<file path="src/rtl/spi_pkg.sv">
// Shared definitions for the SPI slave front end: command encodings and FSM state encoding.
package spi_pkg;

  localparam int CMD_W = 2;

  localparam logic [CMD_W-1:0] CMD_WR_ADDR = 2'b00;
  localparam logic [CMD_W-1:0] CMD_WR_DATA = 2'b01;
  localparam logic [CMD_W-1:0] CMD_RD_ADDR = 2'b10;
  localparam logic [CMD_W-1:0] CMD_RD_DATA = 2'b11;

  // READ_DATA is split into its three sub-phases so the whole FSM fits one register.
  typedef enum logic [2:0] {
    ST_IDLE         = 3'd0,
    ST_CHK_CMD      = 3'd1,
    ST_WRITE        = 3'd2,
    ST_READ_ADD     = 3'd3,
    ST_RD_SHIFT_IN  = 3'd4,
    ST_RD_WAIT_TX   = 3'd5,
    ST_RD_SHIFT_OUT = 3'd6
  } spi_state_e;

endpackage

</file>
<file path="src/rtl/spi_slave_if.sv">
// SPI slave front end: deserialises MOSI command words, serialises RAM read data onto MISO.
// Optional embedded assertions are compiled in with `define SPI_SLAVE_SVA_EN.
module spi_slave_if
  import spi_pkg::*;
#(
  parameter int ADDR_W = 8
) (
  input  logic                    clk,
  input  logic                    rst_n,
  input  logic                    SS_n,
  input  logic                    MOSI,
  output logic                    MISO,
  output logic [ADDR_W+CMD_W-1:0] rx_data,
  output logic                    rx_valid,
  input  logic [ADDR_W-1:0]       tx_data,
  input  logic                    tx_valid,
  output spi_state_e              dbg_state_o,
  output logic                    dbg_rd_addr_seen_o
);

  localparam int RX_W = ADDR_W + CMD_W;

  localparam logic [2:0] S_IDLE         = ST_IDLE;
  localparam logic [2:0] S_CHK_CMD      = ST_CHK_CMD;
  localparam logic [2:0] S_WRITE        = ST_WRITE;
  localparam logic [2:0] S_READ_ADD     = ST_READ_ADD;
  localparam logic [2:0] S_RD_SHIFT_IN  = ST_RD_SHIFT_IN;
  localparam logic [2:0] S_RD_WAIT_TX   = ST_RD_WAIT_TX;
  localparam logic [2:0] S_RD_SHIFT_OUT = ST_RD_SHIFT_OUT;

  // Shift-in counts 0..RX_W-1 then parks at RX_W; shift-out counts 1..ADDR_W then parks at ADDR_W+1.
  localparam logic [3:0] RX_LAST = 4'(RX_W - 1);
  localparam logic [3:0] RX_DONE = 4'(RX_W);
  localparam logic [3:0] TX_LAST = 4'(ADDR_W);

  logic [2:0]        state_q, state_d;
  logic [3:0]        cnt_q, cnt_d;
  logic [RX_W-2:0]   rx_sh_q, rx_sh_d;
  logic [RX_W-1:0]   rx_data_q, rx_data_d;
  logic              rx_valid_q, rx_valid_d;
  logic [ADDR_W-1:0] tx_sh_q, tx_sh_d;
  logic              miso_q, miso_d;
  logic              seen_q, seen_d;

  always_comb begin
    state_d    = state_q;
    cnt_d      = cnt_q;
    rx_sh_d    = rx_sh_q;
    rx_data_d  = rx_data_q;
    rx_valid_d = 1'b0;
    tx_sh_d    = tx_sh_q;
    miso_d     = miso_q;
    seen_d     = seen_q;

    // Deselect wins over everything, including a final data bit in the same cycle.
    if (state_q != S_IDLE && SS_n) begin
      state_d = S_IDLE;
      cnt_d   = '0;
      miso_d  = 1'b0;
    end else begin
      case (state_q)
        S_IDLE: begin
          if (!SS_n) begin
            state_d = S_CHK_CMD;
            cnt_d   = '0;
          end
        end
        S_CHK_CMD: begin
          if (!MOSI)       state_d = S_WRITE;
          else if (seen_q) state_d = S_RD_SHIFT_IN;
          else             state_d = S_READ_ADD;
        end
        S_WRITE, S_READ_ADD, S_RD_SHIFT_IN: begin
          if (cnt_q != RX_DONE) begin
            rx_sh_d = {rx_sh_q[RX_W-3:0], MOSI};
            cnt_d   = cnt_q + 4'd1;
            if (cnt_q == RX_LAST) begin
              rx_data_d  = {rx_sh_q, MOSI};
              rx_valid_d = 1'b1;
              if (state_q == S_READ_ADD) seen_d = 1'b1;
              if (state_q == S_RD_SHIFT_IN) begin
                state_d = S_RD_WAIT_TX;
                cnt_d   = '0;
              end
            end
          end
        end
        S_RD_WAIT_TX: begin
          if (tx_valid) begin
            miso_d  = tx_data[ADDR_W-1];
            tx_sh_d = {tx_data[ADDR_W-2:0], 1'b0};
            cnt_d   = 4'd1;
            state_d = S_RD_SHIFT_OUT;
          end
        end
        S_RD_SHIFT_OUT: begin
          if (cnt_q == TX_LAST) begin
            miso_d = 1'b0;
            seen_d = 1'b0;
            cnt_d  = cnt_q + 4'd1;
          end else if (cnt_q < TX_LAST) begin
            miso_d  = tx_sh_q[ADDR_W-1];
            tx_sh_d = {tx_sh_q[ADDR_W-2:0], 1'b0};
            cnt_d   = cnt_q + 4'd1;
          end
        end
        default: begin
          state_d = S_IDLE;
          cnt_d   = '0;
          miso_d  = 1'b0;
        end
      endcase
    end
  end

  always_ff @(posedge clk or negedge rst_n) begin
    if (!rst_n) begin
      state_q    <= S_IDLE;
      cnt_q      <= '0;
      rx_sh_q    <= '0;
      rx_data_q  <= '0;
      rx_valid_q <= 1'b0;
      tx_sh_q    <= '0;
      miso_q     <= 1'b0;
      seen_q     <= 1'b0;
    end else begin
      state_q    <= state_d;
      cnt_q      <= cnt_d;
      rx_sh_q    <= rx_sh_d;
      rx_data_q  <= rx_data_d;
      rx_valid_q <= rx_valid_d;
      tx_sh_q    <= tx_sh_d;
      miso_q     <= miso_d;
      seen_q     <= seen_d;
    end
  end

  assign MISO               = miso_q;
  assign rx_data            = rx_data_q;
  assign rx_valid           = rx_valid_q;
  assign dbg_state_o        = spi_state_e'(state_q);
  assign dbg_rd_addr_seen_o = seen_q;

`ifdef SPI_SLAVE_SVA_EN
  a_rx_valid_pulse: assert property (@(posedge clk) disable iff (!rst_n)
    rx_valid_q |=> !rx_valid_q);
  a_miso_quiet: assert property (@(posedge clk) disable iff (!rst_n)
    (state_q != S_RD_SHIFT_OUT) |-> !miso_q);
  a_deselect_idle: assert property (@(posedge clk) disable iff (!rst_n)
    SS_n |=> (state_q == S_IDLE));
`endif

endmodule

</file>
<file path="config.mk">
export PLATFORM = sky130hd
export DESIGN_NAME = spi_slave_if
export DESIGN_NICKNAME = d
export VERILOG_FILES = /design/src/rtl/spi_pkg.sv /design/src/rtl/spi_slave_if.sv
export SDC_FILE = /design/constraint.sdc
export NUM_CORES = 1
export LEC_CHECK = 0
export ABC_AREA = 1
export ABC_CLOCK_PERIOD_IN_PS = 3860
export CELL_PAD_IN_SITES_DETAIL_PLACEMENT = 1
export CELL_PAD_IN_SITES_GLOBAL_PLACEMENT = 1
export CORE_MARGIN = 4
export CORE_UTILIZATION = 42
export CTS_CLUSTER_DIAMETER = 150
export DETAILED_ROUTE_END_ITERATION = 8
export GPL_ROUTABILITY_DRIVEN = 0
export PLACE_DENSITY_LB_ADDON = 0.1
export SYNTH_ARGS = -nofsm -noshare
export SYNTH_HDL_FRONTEND = slang
export SYNTH_SLANG_ARGS = --single-unit
export TNS_END_PERCENT = 100
</file>
<file path="constraint.sdc">
create_clock -name clk -period 3.86 [get_ports clk]
set_clock_uncertainty 0.2 [all_clocks]
set_input_delay 0.386 -clock clk [delete_from_list [all_inputs] [get_ports clk]]
set_output_delay 0.386 -clock clk [all_outputs]
set_load 0.02 [all_outputs]
</file>
After elaboration in Yosys (flattened, before gate mapping). Cells that the tools add are included.

Bits in registers: 37. Bits of input ports: 13. Output and inout port bits: 16.

Add/sub/neg operators: 1. Magnitude comparators: 1. Eq/ne operators: 25. Multiplexer cells: 36. Bitwise logic cells: 1. Reduce and logical (&&, ||, !) cells: 14.

Operator list (count): two-way mux 4 bit (8); two-way mux 3 bit (8); two-way mux 8 bit (3); case mux 4 bit (5 select lines) (1); inequality test 2 bit (second input constant) (9); case mux 8 bit (2 select lines) (1); inequality test 3 bit (second input constant) (5); case mux 3 bit (5 select lines) (1); two-way mux 1 bit (12); AND reduction 6 bit (2); AND reduction 5 bit (2); == test 3 bit (second input constant) (3); == test 4 bit (second input constant) (2); inequality test 4 bit (second input constant) (2); == test 3 x 2 -> 1 bit (second input constant) (2); AND reduction 3 bit (2); OR reduction 5 bit (1); adder 4 x 1 -> 4 bit (second input constant) (1); < comparator 4 bit (second input constant) (1); AND reduction 4 bit (1); nonzero test 2 bit (2); == test 3 x 1 -> 1 bit (second input constant) (1); logical NOT 3 bit (1); case mux 1 bit (3 select lines) (1); 6 further kinds (6).

Logic depth before layout (Yosys ltp). Gate-level depths: netlist of run 1.

Depth after elaboration: 6. Gate-level depth with buffers: 10. Depth with buffers taken out: 9.

Worst setup path before layout of run 1. OpenSTA, ideal clock, no wires.

Path type: flip-flop to flip-flop. Start point: register state_q[2], in the netlist dbg_state_o[2]. End point: register tx_sh_q[4]. Library setup time: 74 ps. Arrival: 1444 ps. Setup slack: 2142 ps. Stages on the path, launching flop included: 10. Buffers on the path: 2. Cell sequence: dfrtp_1 -> buf_4 -> nor2_2 -> nand2_1 -> nand2_2 -> nand2_2 -> nor2_4 -> buf_6 -> nand2_1 -> o21ai_2.

Longest elaborated chain between the ends: 4.

RTL lines: start: declaration (RTL line spi_slave_if.sv:36) `logic [2:0] state_q, state_d;`; start signal: assignment (RTL line spi_slave_if.sv:127) `state_q <= state_d;`; branches (longest 4 deep; another with AND reduction 5 bit); end signal: assignment (RTL line spi_slave_if.sv:132) `tx_sh_q <= tx_sh_d;`; end: declaration (RTL line spi_slave_if.sv:41) `logic [ADDR_W-1:0] tx_sh_q, tx_sh_d;`.

Several ways; the timed one is not identified. A chain may end at the register's enable or synchronous reset.

Worst setup path after layout of run 1.
Start point: register state_q[2], in the netlist dbg_state_o[2]. End point: register rx_data_q[6], in the netlist rx_data[6].

Longest elaborated chain between the ends: 4.

RTL lines: branches (longest 3 deep; another with == test 3 x 2 -> 1 bit); AND reduction 4 bit (no line) *; end signal: assignment (RTL line spi_slave_if.sv:130) `rx_data_q <= rx_data_d;`; end: declaration (RTL line spi_slave_if.sv:39) `logic [RX_W-1:0] rx_data_q, rx_data_d;`.

Every way passes the cells marked *.

==> impl_metrics.prom, run 1 <==
# TYPE chip_impl_metric gauge
chip_impl_metric{name="final.fill_count",unit=""} 558
chip_impl_info{name="most-common-layout-cells",value="nand2_1, dfrtp_1, inv_1, clkdlybuf4s50_1"} 1
chip_impl_metric{name="vias_per_cell",unit=""} 5.069
chip_impl_metric{name="post-route-period-util",unit="%"} 64.94
chip_impl_metric{name="max_cap_violations",unit=""} 0
chip_impl_metric{name="die_w",unit="um"} 75.23
chip_impl_metric{name="worst_ir_drop_vdd",unit="mV"} 0.2821
chip_impl_metric{name="grt_antenna_before_repair",unit=""} 0
chip_impl_metric{name="setup-tns-final",unit="ns"} 0
chip_impl_metric{name="fin_worst_hold_slack",unit="ns"} 0.2823
chip_impl_metric{name="timing.critical_path.slowest_cell_delay",unit="ns"} 0.70
chip_impl_metric{name="worstPathArrival",unit="ns"} 2.50
chip_impl_metric{name="grt_max_degree",unit=""} 37
chip_impl_metric{name="avgRoutedWirePerCell",unit="um"} 13.54
chip_impl_info{name="cp_top_family",value="simple AND/OR/NAND/NOR gates"} 1
chip_impl_info{name="path_cells",value="nor2_2 > nand2_1 > nand2_2 > nand4_1 > o21ai_1"} 1
chip_impl_metric{name="place.detailed.hpwl",unit="um"} 3214
chip_impl_metric{name="clock_insertion_delay_worst_skew",unit="ns"} 0.29
chip_impl_metric{name="hold_violations",unit=""} 0
chip_impl_metric{name="postLayoutSetupSlackWorst",unit="ns"} 1.354
chip_impl_info{name="cts_tree",value="built"} 1
chip_impl_info{name="run_status",value="finished clean"} 1
chip_impl_metric{name="path_clk_slew",unit="ns"} 0.08
chip_impl_metric{name="overflow",unit=""} 0
chip_impl_metric{name="global_route.usage.total",unit="%"} 17.22
chip_impl_metric{name="dpl_worst_slack",unit="ns"} 1.292
chip_impl_info{name="commonest_non_fill_non_tap_cell_in_the_layout",value="nand2_1"} 1
chip_impl_metric{name="nets",unit=""} 283
chip_impl_info{name="setup.worst_path.end_class",value="register"} 1
chip_impl_metric{name="setup_viol",unit=""} 0
chip_impl_metric{name="final_area",unit="sq mm"} 0.002306
chip_impl_info{name="cts_root_buffer",value="clkbuf_8"} 1
chip_impl_metric{name="grt_pass1_vias",unit=""} 1607
chip_impl_metric{name="ctsResizeCount",unit=""} 0
chip_impl_metric{name="initial_cell_density_of_the_core",unit="%"} 43.59
chip_impl_metric{name="ys_seq_area_share",unit="%"} 47.46
chip_impl_metric{name="clock_sinks",unit=""} 36
chip_impl_metric{name="power_density_normalized_to_cell_area",unit="mW/mm^2"} 594.7
chip_impl_metric{name="first_iter_violations",unit=""} 106
chip_impl_metric{name="totalWireLength",unit="um"} 4319
chip_impl_metric{name="detail_route.drc_violations",unit=""} 0
chip_impl_metric{name="cts_made_buffers",unit=""} 5
chip_impl_info{name="worstSetupPathType",value="register to register"} 1
chip_impl_metric{name="floorplan.rows",unit=""} 24
chip_impl_metric{name="placedInstanceArea",unit="sq mm"} 0.002185
chip_impl_metric{name="post-layout-total-power",unit="mW"} 1.371
chip_impl_metric{name="syn-instance-count",unit=""} 238
chip_impl_metric{name="floorplan.die.height",unit="um"} 75.23
chip_impl_metric{name="yosysWarnings",unit=""} 0
chip_impl_metric{name="number_of_top_level_pins",unit=""} 29
chip_impl_metric{name="grt_pass1_wl",unit="um"} 7376
chip_impl_metric{name="post_cts.repair.setup_buffers",unit=""} 0
chip_impl_metric{name="p_leak",unit="nW"} 1.104
chip_impl_metric{name="timing.slew.headroom",unit="%"} 47.92
chip_impl_metric{name="worst_pin_slew",unit="ns"} 0.7789
chip_impl_metric{name="h-tree-depth",unit=""} 2
chip_impl_metric{name="worst-endpoint-required",unit="ns"} 3.85
chip_impl_info{name="critPathSlowestCell",value="nand4_1"} 1
chip_impl_metric{name="mappedNetlistArea",unit="sq mm"} 0.001898
chip_impl_metric{name="core_area",unit="sq mm"} 0.004354
chip_impl_metric{name="route.vias.total",unit=""} 1617
chip_impl_metric{name="cts_hold_buffers",unit=""} 1
chip_impl_metric{name="areaGrowthSynthToFinish",unit="%"} 21.49
chip_impl_metric{name="max_freq",unit="MHz"} 399.0
chip_impl_info{name="rsz0062_at_grt",value="false"} 1
chip_impl_metric{name="port-buffer-count",unit=""} 28
chip_impl_metric{name="path_max_fanout",unit=""} 20
chip_impl_metric{name="postSynthAreaPerCell",unit="sq um"} 7.975
chip_impl_metric{name="number_of_synthesized_register_bits",unit=""} 36
chip_impl_metric{name="mappedNetlistNets",unit=""} 255
chip_impl_metric{name="path_buf_inv",unit=""} 0
chip_impl_metric{name="period_needed",unit="ns"} 2.507
chip_impl_info{name="setup.worst_path.start_class",value="register"} 1
chip_impl_metric{name="clockBufferDepth",unit=""} 2
chip_impl_metric{name="post_route_cells_drive_above_1_share",unit="%"} 11.61
chip_impl_metric{name="report.final.slew_viol_count",unit=""} 0
chip_impl_metric{name="route.antenna.remaining_nets",unit=""} 0
chip_impl_metric{name="dieArea",unit="sq mm"} 0.005659
chip_impl_metric{name="ys_types",unit=""} 28
chip_impl_metric{name="ant_cells",unit=""} 0
chip_impl_metric{name="drt_first_pass_iters",unit=""} 4
chip_impl_info{name="worst_hold_path_type",value="register to register"} 1
## final cells by class
class                   instances  area [sq um]  area share [%]
flip-flops and latches         36         900.9           39.07
multi-input cells             159         812.0           35.21
inverters                      35         131.4           5.697
clock buffers                   5         68.82           2.984
well taps                      52         65.06           2.821
clock inverters                 3         42.54           1.845
repair buffers                 29         285.3           12.37
## Yosys cell counts
master | number | area, sq um
nand2_1 | 58 | 217.7
dfrtp_1 | 36 | 900.9
inv_1 | 27 | 101.4
nand3_1 | 24 | 120.1
o21ai_1 | 24 | 120.1
nor2_1 | 16 | 60.06
o21ai_0 | 10 | 50.05
inv_2 | 7 | 26.28
buf_2 | 4 | 20.02
ha_1 | 4 | 50.05
nand2_2 | 3 | 18.77
o21ai_2 | 3 | 26.28
buf_6 | 2 | 22.52
nand3_2 | 2 | 20.02
nand4_1 | 2 | 12.51
nor2_2 | 2 | 12.51
nor2_4 | 2 | 22.52
xor2_1 | 2 | 17.52
a21oi_1 | 1 | 5.000
a21oi_2 | 1 | 8.760
buf_4 | 1 | 7.510
clkbuf_1 | 1 | 3.750
clkinv_1 | 1 | 3.750
nand2_4 | 1 | 11.26
nand3_4 | 1 | 17.52
o211ai_1 | 1 | 7.510
o22ai_1 | 1 | 6.260
o31ai_1 | 1 | 7.510
## registers in the layout, indices dropped and copies added (netlist names)
name	cells
dbg_rd_addr_seen_o	1
rx_data	10
rx_valid	1
MISO	1
rx_sh_q	9
cnt_q	4
dbg_state_o	3
tx_sh_q	7
## per-layer routing
| layer | part of all wire (%) | vias to the layer above | global-route usage, % | wire [um] |
|---|---|---|---|---|
| li1 | - | 814 | - | - |
| met1 | 46 | 756 | 21.98 | 1995 |
| met2 | 47 | 41 | 27.95 | 2030 |
| met3 | 5.0 | 6 | 4.272 | 216 |
| met4 | 1.8 | 0 | 6.990 | 77 |
| met5 | 0 | - | 0 | 0 |
## tightest hold or removal path, stage by stage, from the launching register on
cell and delay (ns):
dfrtp_1 0.35, nand2_1 0.06, nand2_1 0.05
## cells by family (layout without fill, tap and decap cells)
| family | count (synthesis) | after routing | synth area share [%] |
|---|---|---|---|
| adders and majority gates | 4 | 4 | 2.637 |
| buffers and inverters | 43 | 72 | 9.756 |
| DFF | 36 | 36 | 47.46 |
| xor gates and xnor gates | 2 | 2 | 0.9230 |
| AOI/OAI and AO/OA | 42 | 42 | 12.20 |
| and+or+nand+nor | 111 | 111 | 27.03 |
## power by group
part	internal [mW]	switching, mW
Combinational	0.171	0.334
Clock	0.191	0.141
Sequential	0.463	0.0718
## per-stage QoR
stage,cells,utilization [%]
global placement,310,50.17
CTS,319,52.96
finish,319,52.96
floorplan,238,-
global route,319,52.96
detailed placement,310,50.17
## worst paths after layout
kind | depth (start not counted) | start | end | slack (ns)
max in group asynchronous | 2 | rst_n | cnt_q[1] | 2.45
max | 5 | dbg_state_o[2] | rx_data[6] | 1.35
min | 2 | rx_sh_q[8] | rx_data[9] | 0.28
min in group asynchronous | 2 | rst_n | dbg_state_o[1] | 0.51
max reg2reg | 5 | dbg_state_o[2] | rx_data[6] | 1.35
min reg2reg | 2 | rx_sh_q[8] | rx_data[9] | 0.28
(Power assumes the default switching activity.)
==> inputs of run 2 (changes only) <==
ABC_CLOCK_PERIOD_IN_PS = 2100   (was 3860)
CORE_UTILIZATION = 35   (was 42)
clock period = 2.1 ns   (was 3.86 ns; I/O delays follow)
==> impl_metrics.prom, run 2 (synthesized netlist as in run 1, its figures left out) <==
# TYPE chip_impl_metric gauge
chip_impl_metric{name="detail_route.drc_violations",unit=""} 0
chip_impl_metric{name="worstPathArrival",unit="ns"} 1.90
chip_impl_metric{name="hold_violations",unit=""} 0
chip_impl_metric{name="h-tree-depth",unit=""} 2
chip_impl_info{name="commonest_non_fill_non_tap_cell_in_the_layout",value="nand2_1"} 1
chip_impl_metric{name="sequential_cell_area",unit="sq um"} 902.1
chip_impl_metric{name="min_path_cells",unit=""} 2
chip_impl_metric{name="dieArea",unit="sq mm"} 0.006665
chip_impl_metric{name="ant_cells",unit=""} 0
chip_impl_metric{name="setup-tns-final",unit="ns"} 0
chip_impl_metric{name="drt_first_pass_iters",unit=""} 4
chip_impl_metric{name="post-layout-total-power",unit="mW"} 2.515
chip_impl_metric{name="path_max_fanout",unit=""} 10
chip_impl_metric{name="post-route-period-util",unit="%"} 91.45
chip_impl_metric{name="period_needed",unit="ns"} 1.921
chip_impl_metric{name="fin_worst_hold_slack",unit="ns"} 0.2844
chip_impl_info{name="path_cells",value="inv_1 > ha_1 > nand3_1 > nand4_1 > buf_4 > nand2_1 > o21ai_1"} 1
chip_impl_metric{name="layout.core_utilization",unit="%"} 46.32
chip_impl_metric{name="path_depth",unit=""} 7
chip_impl_metric{name="power_density_normalized_to_cell_area",unit="mW/mm^2"} 1049
chip_impl_metric{name="number_of_top_level_pins",unit=""} 29
chip_impl_metric{name="route.vias.total",unit=""} 1659
chip_impl_metric{name="post_cts.repair.setup_buffers",unit=""} 0
chip_impl_metric{name="worst_ir_drop_vdd",unit="mV"} 0.5420
chip_impl_metric{name="setup_viol",unit=""} 0
chip_impl_info{name="worstSetupPathType",value="register to register"} 1
chip_impl_metric{name="post_route_cells_drive_above_1_share",unit="%"} 15.77
chip_impl_info{name="most-common-layout-cells",value="nand2_1, dfrtp_1, inv_1, clkdlybuf4s50_1"} 1
chip_impl_metric{name="initial_cell_density_of_the_core",unit="%"} 36.70
chip_impl_metric{name="report.final.slew_viol_count",unit=""} 0
chip_impl_metric{name="core_area",unit="sq mm"} 0.005172
chip_impl_metric{name="first_iter_violations",unit=""} 64
chip_impl_metric{name="clock_sinks",unit=""} 36
chip_impl_info{name="cts_root_buffer",value="clkbuf_8"} 1
chip_impl_metric{name="grt_pass1_vias",unit=""} 1697
chip_impl_metric{name="totalWireLength",unit="um"} 4784
chip_impl_metric{name="avgRoutedWirePerCell",unit="um"} 13.71
chip_impl_metric{name="nets",unit=""} 295
chip_impl_info{name="setup.worst_path.start_class",value="register"} 1
chip_impl_metric{name="grt_pass1_wl",unit="um"} 8231
chip_impl_metric{name="clock_insertion_delay_worst_skew",unit="ns"} 0.29
chip_impl_metric{name="timing.slew.headroom",unit="%"} 68.02
chip_impl_metric{name="timing.critical_path.slowest_cell_delay",unit="ns"} 0.45
chip_impl_metric{name="ff2ff_path_depth",unit=""} 7
chip_impl_metric{name="worst-endpoint-required",unit="ns"} 2.08
chip_impl_metric{name="grt_max_degree",unit=""} 37
chip_impl_metric{name="clockBufferDepth",unit=""} 2
chip_impl_info{name="setup.worst_path.end_class",value="register"} 1
chip_impl_metric{name="placed_cell_count",unit=""} 340
chip_impl_info{name="worst_hold_path_type",value="register to register"} 1
chip_impl_metric{name="die_w",unit="um"} 81.64
chip_impl_metric{name="p_leak",unit="nW"} 1.152
chip_impl_info{name="run_status",value="finished clean"} 1
chip_impl_metric{name="floorplan.die.height",unit="um"} 81.64
chip_impl_metric{name="finish.cell_count_without_fillers",unit=""} 349
chip_impl_metric{name="place.detailed.hpwl",unit="um"} 3584
chip_impl_metric{name="worst_pin_slew",unit="ns"} 0.4797
chip_impl_metric{name="grt_antenna_before_repair",unit=""} 0
chip_impl_info{name="rsz0062_at_grt",value="false"} 1
chip_impl_metric{name="vias_per_cell",unit=""} 4.754
chip_impl_info{name="critPathSlowestCell",value="dfrtp_1"} 1
chip_impl_metric{name="path_clk_slew",unit="ns"} 0.08
chip_impl_metric{name="cts_made_buffers",unit=""} 5
chip_impl_metric{name="route.antenna.remaining_nets",unit=""} 0
chip_impl_metric{name="largest_reg_flops",unit=""} 10
chip_impl_metric{name="overflow",unit=""} 0
chip_impl_metric{name="floorplan.rows",unit=""} 26
chip_impl_metric{name="final.fill_count",unit=""} 629
chip_impl_info{name="cp_top_family",value="simple AND/OR/NAND/NOR gates"} 1
chip_impl_metric{name="multi_input_gate_area_in_the_final_layout",unit="sq um"} 812.0
chip_impl_metric{name="max_cap_violations",unit=""} 0
chip_impl_metric{name="areaGrowthSynthToFinish",unit="%"} 26.24
chip_impl_metric{name="max_freq",unit="MHz"} 520.7
chip_impl_metric{name="global_route.usage.total",unit="%"} 16.43
chip_impl_metric{name="port-buffer-count",unit=""} 28
chip_impl_metric{name="path_buf_inv",unit=""} 2
chip_impl_info{name="cts_tree",value="built"} 1
[run 2: changes by cell type in the layout (fill, tap and decap cells not counted), sizes merged]
cell,delta
clkinvlp,-1
clkinv,+2
bufinv,-1
buf,+12
[run 2: final cells by class]
type,count,share of cell area (%)
clock buffer,5,2.872
clock inverter,3,0.7833
inverter,35,5.483
multi-input combinational,159,33.89
sequential,36,37.65
tap,70,3.655
timing repair buffer,41,15.67
[run 2: stage by stage]
step	setup slack (ns)	cell area [sq um]
final	0.1795	2396
after detailed placement	0.1567	2297
after global placement	0.1846	2297
after global routing	0.006611	2396
after CTS	0.1367	2395
after floorplan	0.3823	1898
[run 2: metal layers]
| metal | vias to the layer above | track usage, % | wire (um) |
|---|---|---|---|
| li1 | 835 | - | - |
| met1 | 788 | 21.71 | 2338 |
| met4 | 0 | 6.645 | 99 |
| met3 | 7 | 4.057 | 186 |
| met2 | 29 | 25.73 | 2160 |
| met5 | - | 0 | 0 |
[run 2: repair_timing]
item                                    4_1_cts  5_1_grt
endpoints found under the hold margin        36        0
resized for setup                             0        1
endpoints found under the setup margin        0        3
hold buffers                                  1        0
[run 2: where the power goes]
group	switching (mW)	leakage, nW	internal, mW
Clock	0.270	0.0479	0.231
Combinational	0.643	0.626	0.391
Sequential	0.127	0.477	0.853
Total	1.04	1.15	1.48
[run 2: worst paths after layout]
path / from / endpoint / slack, ns
min in group asynchronous: rst_n / dbg_state_o[1] / 0.29
setup / recovery: cnt_q[0] / rx_data[2] / 0.18
hold reg to reg: rx_sh_q[8] / rx_data[9] / 0.28
hold / removal: rx_sh_q[8] / rx_data[9] / 0.28
setup reg to reg: cnt_q[0] / rx_data[2] / 0.18
max in group asynchronous: rst_n / dbg_state_o[1] / 1.06
[run 2: worst reg2reg max path, stage by stage (launching register included)]
cell     delay (ns)
dfrtp_1        0.45
inv_1          0.09
ha_1           0.21
nand3_1        0.13
nand4_1        0.32
buf_4          0.29
nand2_1        0.06
o21ai_1        0.06
==> inputs of run 3 (changes only) <==
ABC_CLOCK_PERIOD_IN_PS = 2400   (was 2100)
CELL_PAD_IN_SITES_DETAIL_PLACEMENT = 0   (was 1)
CORE_UTILIZATION = 42   (was 35)
clock period = 2.4 ns   (was 2.1 ns; I/O delays follow)
==> impl_metrics.prom, run 3 (synthesized netlist as in run 1, its figures left out) <==
# TYPE chip_impl_metric gauge
chip_impl_metric{name="ff2ff_path_depth",unit=""} 7
chip_impl_metric{name="path_buf_inv",unit=""} 1
chip_impl_metric{name="route.antenna.remaining_nets",unit=""} 0
chip_impl_metric{name="post_route_cells_drive_above_1_share",unit="%"} 11.94
chip_impl_metric{name="period_needed",unit="ns"} 1.976
chip_impl_metric{name="max_cap_violations",unit=""} 0
chip_impl_metric{name="grt_pass1_wl",unit="um"} 6272
chip_impl_metric{name="min_path_cells",unit=""} 2
chip_impl_metric{name="max_freq",unit="MHz"} 506.2
chip_impl_metric{name="setup_viol",unit=""} 0
chip_impl_info{name="cp_top_family",value="buffers and inverters"} 1
chip_impl_metric{name="avgRoutedWirePerCell",unit="um"} 11.73
chip_impl_metric{name="multi_input_gate_area_in_the_final_layout",unit="sq um"} 812.0
chip_impl_metric{name="die_w",unit="um"} 75.23
chip_impl_metric{name="hold_violations",unit=""} 0
chip_impl_metric{name="path_max_fanout",unit=""} 11
chip_impl_metric{name="worst-endpoint-required",unit="ns"} 1.96
chip_impl_metric{name="p_leak",unit="nW"} 1.108
chip_impl_metric{name="post-route-period-util",unit="%"} 82.32
chip_impl_metric{name="power_density_normalized_to_cell_area",unit="mW/mm^2"} 937.4
chip_impl_info{name="run_status",value="finished clean"} 1
chip_impl_metric{name="path_clk_slew",unit="ns"} 0.08
chip_impl_metric{name="port-buffer-count",unit=""} 28
chip_impl_metric{name="grt_pass1_vias",unit=""} 1430
chip_impl_metric{name="worst_pin_slew",unit="ns"} 0.7911
chip_impl_metric{name="nets",unit=""} 284
chip_impl_metric{name="floorplan.die.height",unit="um"} 75.23
chip_impl_metric{name="number_of_top_level_pins",unit=""} 29
chip_impl_info{name="critPathSlowestCell",value="clkdlybuf4s50_1"} 1
chip_impl_metric{name="finish.cell_count_without_fillers",unit=""} 320
chip_impl_metric{name="global_route.usage.total",unit="%"} 14.26
chip_impl_metric{name="regToRegSetupSlack",unit="ns"} 0.43
chip_impl_metric{name="h-tree-depth",unit=""} 2
chip_impl_metric{name="overflow",unit=""} 0
chip_impl_metric{name="route.vias.total",unit=""} 1529
chip_impl_info{name="path_cells",value="clkdlybuf4s50_1"} 1
chip_impl_info{name="hold_path_end",value="rx_data[9]"} 1
chip_impl_metric{name="dpl_worst_slack",unit="ns"} 0.4306
chip_impl_metric{name="ant_cells",unit=""} 0
chip_impl_metric{name="layout.core_utilization",unit="%"} 53.13
chip_impl_info{name="setup.worst_path.start_class",value="register"} 1
chip_impl_metric{name="dieArea",unit="sq mm"} 0.005659
chip_impl_metric{name="grt_antenna_before_repair",unit=""} 0
chip_impl_metric{name="worstPathArrival",unit="ns"} 1.54
chip_impl_metric{name="sequential_cell_area",unit="sq um"} 900.9
chip_impl_info{name="most-common-layout-cells",value="nand2_1, dfrtp_1, inv_1, clkdlybuf4s50_1"} 1
chip_impl_metric{name="vias_per_cell",unit=""} 4.778
chip_impl_metric{name="cts_made_buffers",unit=""} 5
chip_impl_metric{name="timing.slew.headroom",unit="%"} 47.26
chip_impl_info{name="commonest_non_fill_non_tap_cell_in_the_layout",value="nand2_1"} 1
chip_impl_info{name="cts_tree",value="built"} 1
chip_impl_metric{name="final.fill_count",unit=""} 421
chip_impl_metric{name="fin_worst_hold_slack",unit="ns"} 0.2835
chip_impl_info{name="setup.worst_path.end_class",value="output pin"} 1
chip_impl_metric{name="core_area",unit="sq mm"} 0.004354
chip_impl_metric{name="floorplan.rows",unit=""} 24
chip_impl_metric{name="setup-tns-final",unit="ns"} 0
chip_impl_info{name="worst_hold_path_type",value="register to register"} 1
chip_impl_metric{name="grt_max_degree",unit=""} 37
chip_impl_metric{name="totalWireLength",unit="um"} 3755
chip_impl_metric{name="initial_cell_density_of_the_core",unit="%"} 43.59
chip_impl_metric{name="clockBufferDepth",unit=""} 2
chip_impl_metric{name="largest_reg_flops",unit=""} 10
chip_impl_metric{name="first_iter_violations",unit=""} 98
chip_impl_metric{name="worst_ir_drop_vdd",unit="mV"} 0.4375
chip_impl_info{name="regToRegStartpoint",value="dbg_state_o[2]"} 1
chip_impl_info{name="worstSetupPathType",value="register to output pin"} 1
chip_impl_metric{name="report.final.slew_viol_count",unit=""} 0
chip_impl_metric{name="timing.critical_path.slowest_cell_delay",unit="ns"} 0.68
chip_impl_metric{name="drt_first_pass_iters",unit=""} 4
chip_impl_metric{name="clock_sinks",unit=""} 36
chip_impl_metric{name="place.detailed.hpwl",unit="um"} 2729
chip_impl_info{name="min_from",value="rx_sh_q[8]"} 1
chip_impl_metric{name="postLayoutSetupSlackWorst",unit="ns"} 0.4243
chip_impl_metric{name="placed_cell_count",unit=""} 311
chip_impl_info{name="worst_r2r_endpoint",value="tx_sh_q[1]"} 1
chip_impl_info{name="rsz0062_at_grt",value="false"} 1
chip_impl_info{name="cts_root_buffer",value="clkbuf_8"} 1
chip_impl_metric{name="areaGrowthSynthToFinish",unit="%"} 21.89
chip_impl_metric{name="detail_route.drc_violations",unit=""} 0
chip_impl_metric{name="clock_insertion_delay_worst_skew",unit="ns"} 0.28
==> run 3: cell count changes in the layout (fill, tap and decap cells not counted), sizes merged <==
cell,before,now
buf,13,2
bufinv,0,1
clkinv,4,2
clkinvlp,0,1
==> run 3: final cells by class <==
| cell class | instances | area share, % |
|---|---|---|
| Multi-Input combinational cell | 159 | 35.10 |
| Sequential cell | 36 | 38.94 |
| Clock buffer | 5 | 2.975 |
| Tap cell | 52 | 2.812 |
| Timing Repair Buffer | 30 | 12.66 |
| Inverter | 35 | 5.679 |
| Clock inverter | 3 | 1.839 |
==> run 3: power breakdown <==
| part | switching [mW] | total, mW | internal, mW | leakage (nW) |
|---|---|---|---|---|
| Clock | 0.223 | 0.530 | 0.307 | 0.0541 |
| Sequential | 0.109 | 0.854 | 0.744 | 0.479 |
| Combinational | 0.511 | 0.785 | 0.274 | 0.575 |
| Total | 0.842 | 2.17 | 1.33 | 1.11 |
==> run 3: metrics by stage <==
step           power [mW]  instance area [sq um]
4_1_cts             2.188                   2313
2_1_floorplan       1.478                   1898
5_1_grt             2.341                   2313
6_report            2.169                   2313
3_3_place_gp        1.657                   2192
3_5_place_dp        1.654                   2192
==> run 3: how the worst max path moves through the flow <==
stage | from | end | slack [ns] | cells after the start
global route | dbg_state_o[2] | tx_sh_q[1] | 0.30 | 7
finish | dbg_state_o[2] | dbg_state_o[2] | 0.42 | 1
CTS | dbg_state_o[2] | dbg_state_o[2] | 0.42 | 1
global placement | dbg_state_o[2] | tx_sh_q[1] | 0.47 | 7
floorplan | dbg_state_o[2] | tx_sh_q[4] | 0.68 | 9
detailed placement | dbg_state_o[2] | tx_sh_q[1] | 0.43 | 7
==> run 3: routing by layer <==
metal	vias up	wire length (um)	GRT usage (%)	part of all wire (%)
li1	810	-	-	-
met1	683	1883	18.86	50
met2	31	1645	23.11	44
met3	5	190	3.471	5.1
met4	0	35	4.466	0.93
met5	-	0	0	0
==> run 3: timing repair <==
action                                 CTS  global route
setup buffers                            0             0
endpoints found under the hold margin   36             0
gates resized for setup                  0             0
hold buffers                             1             0
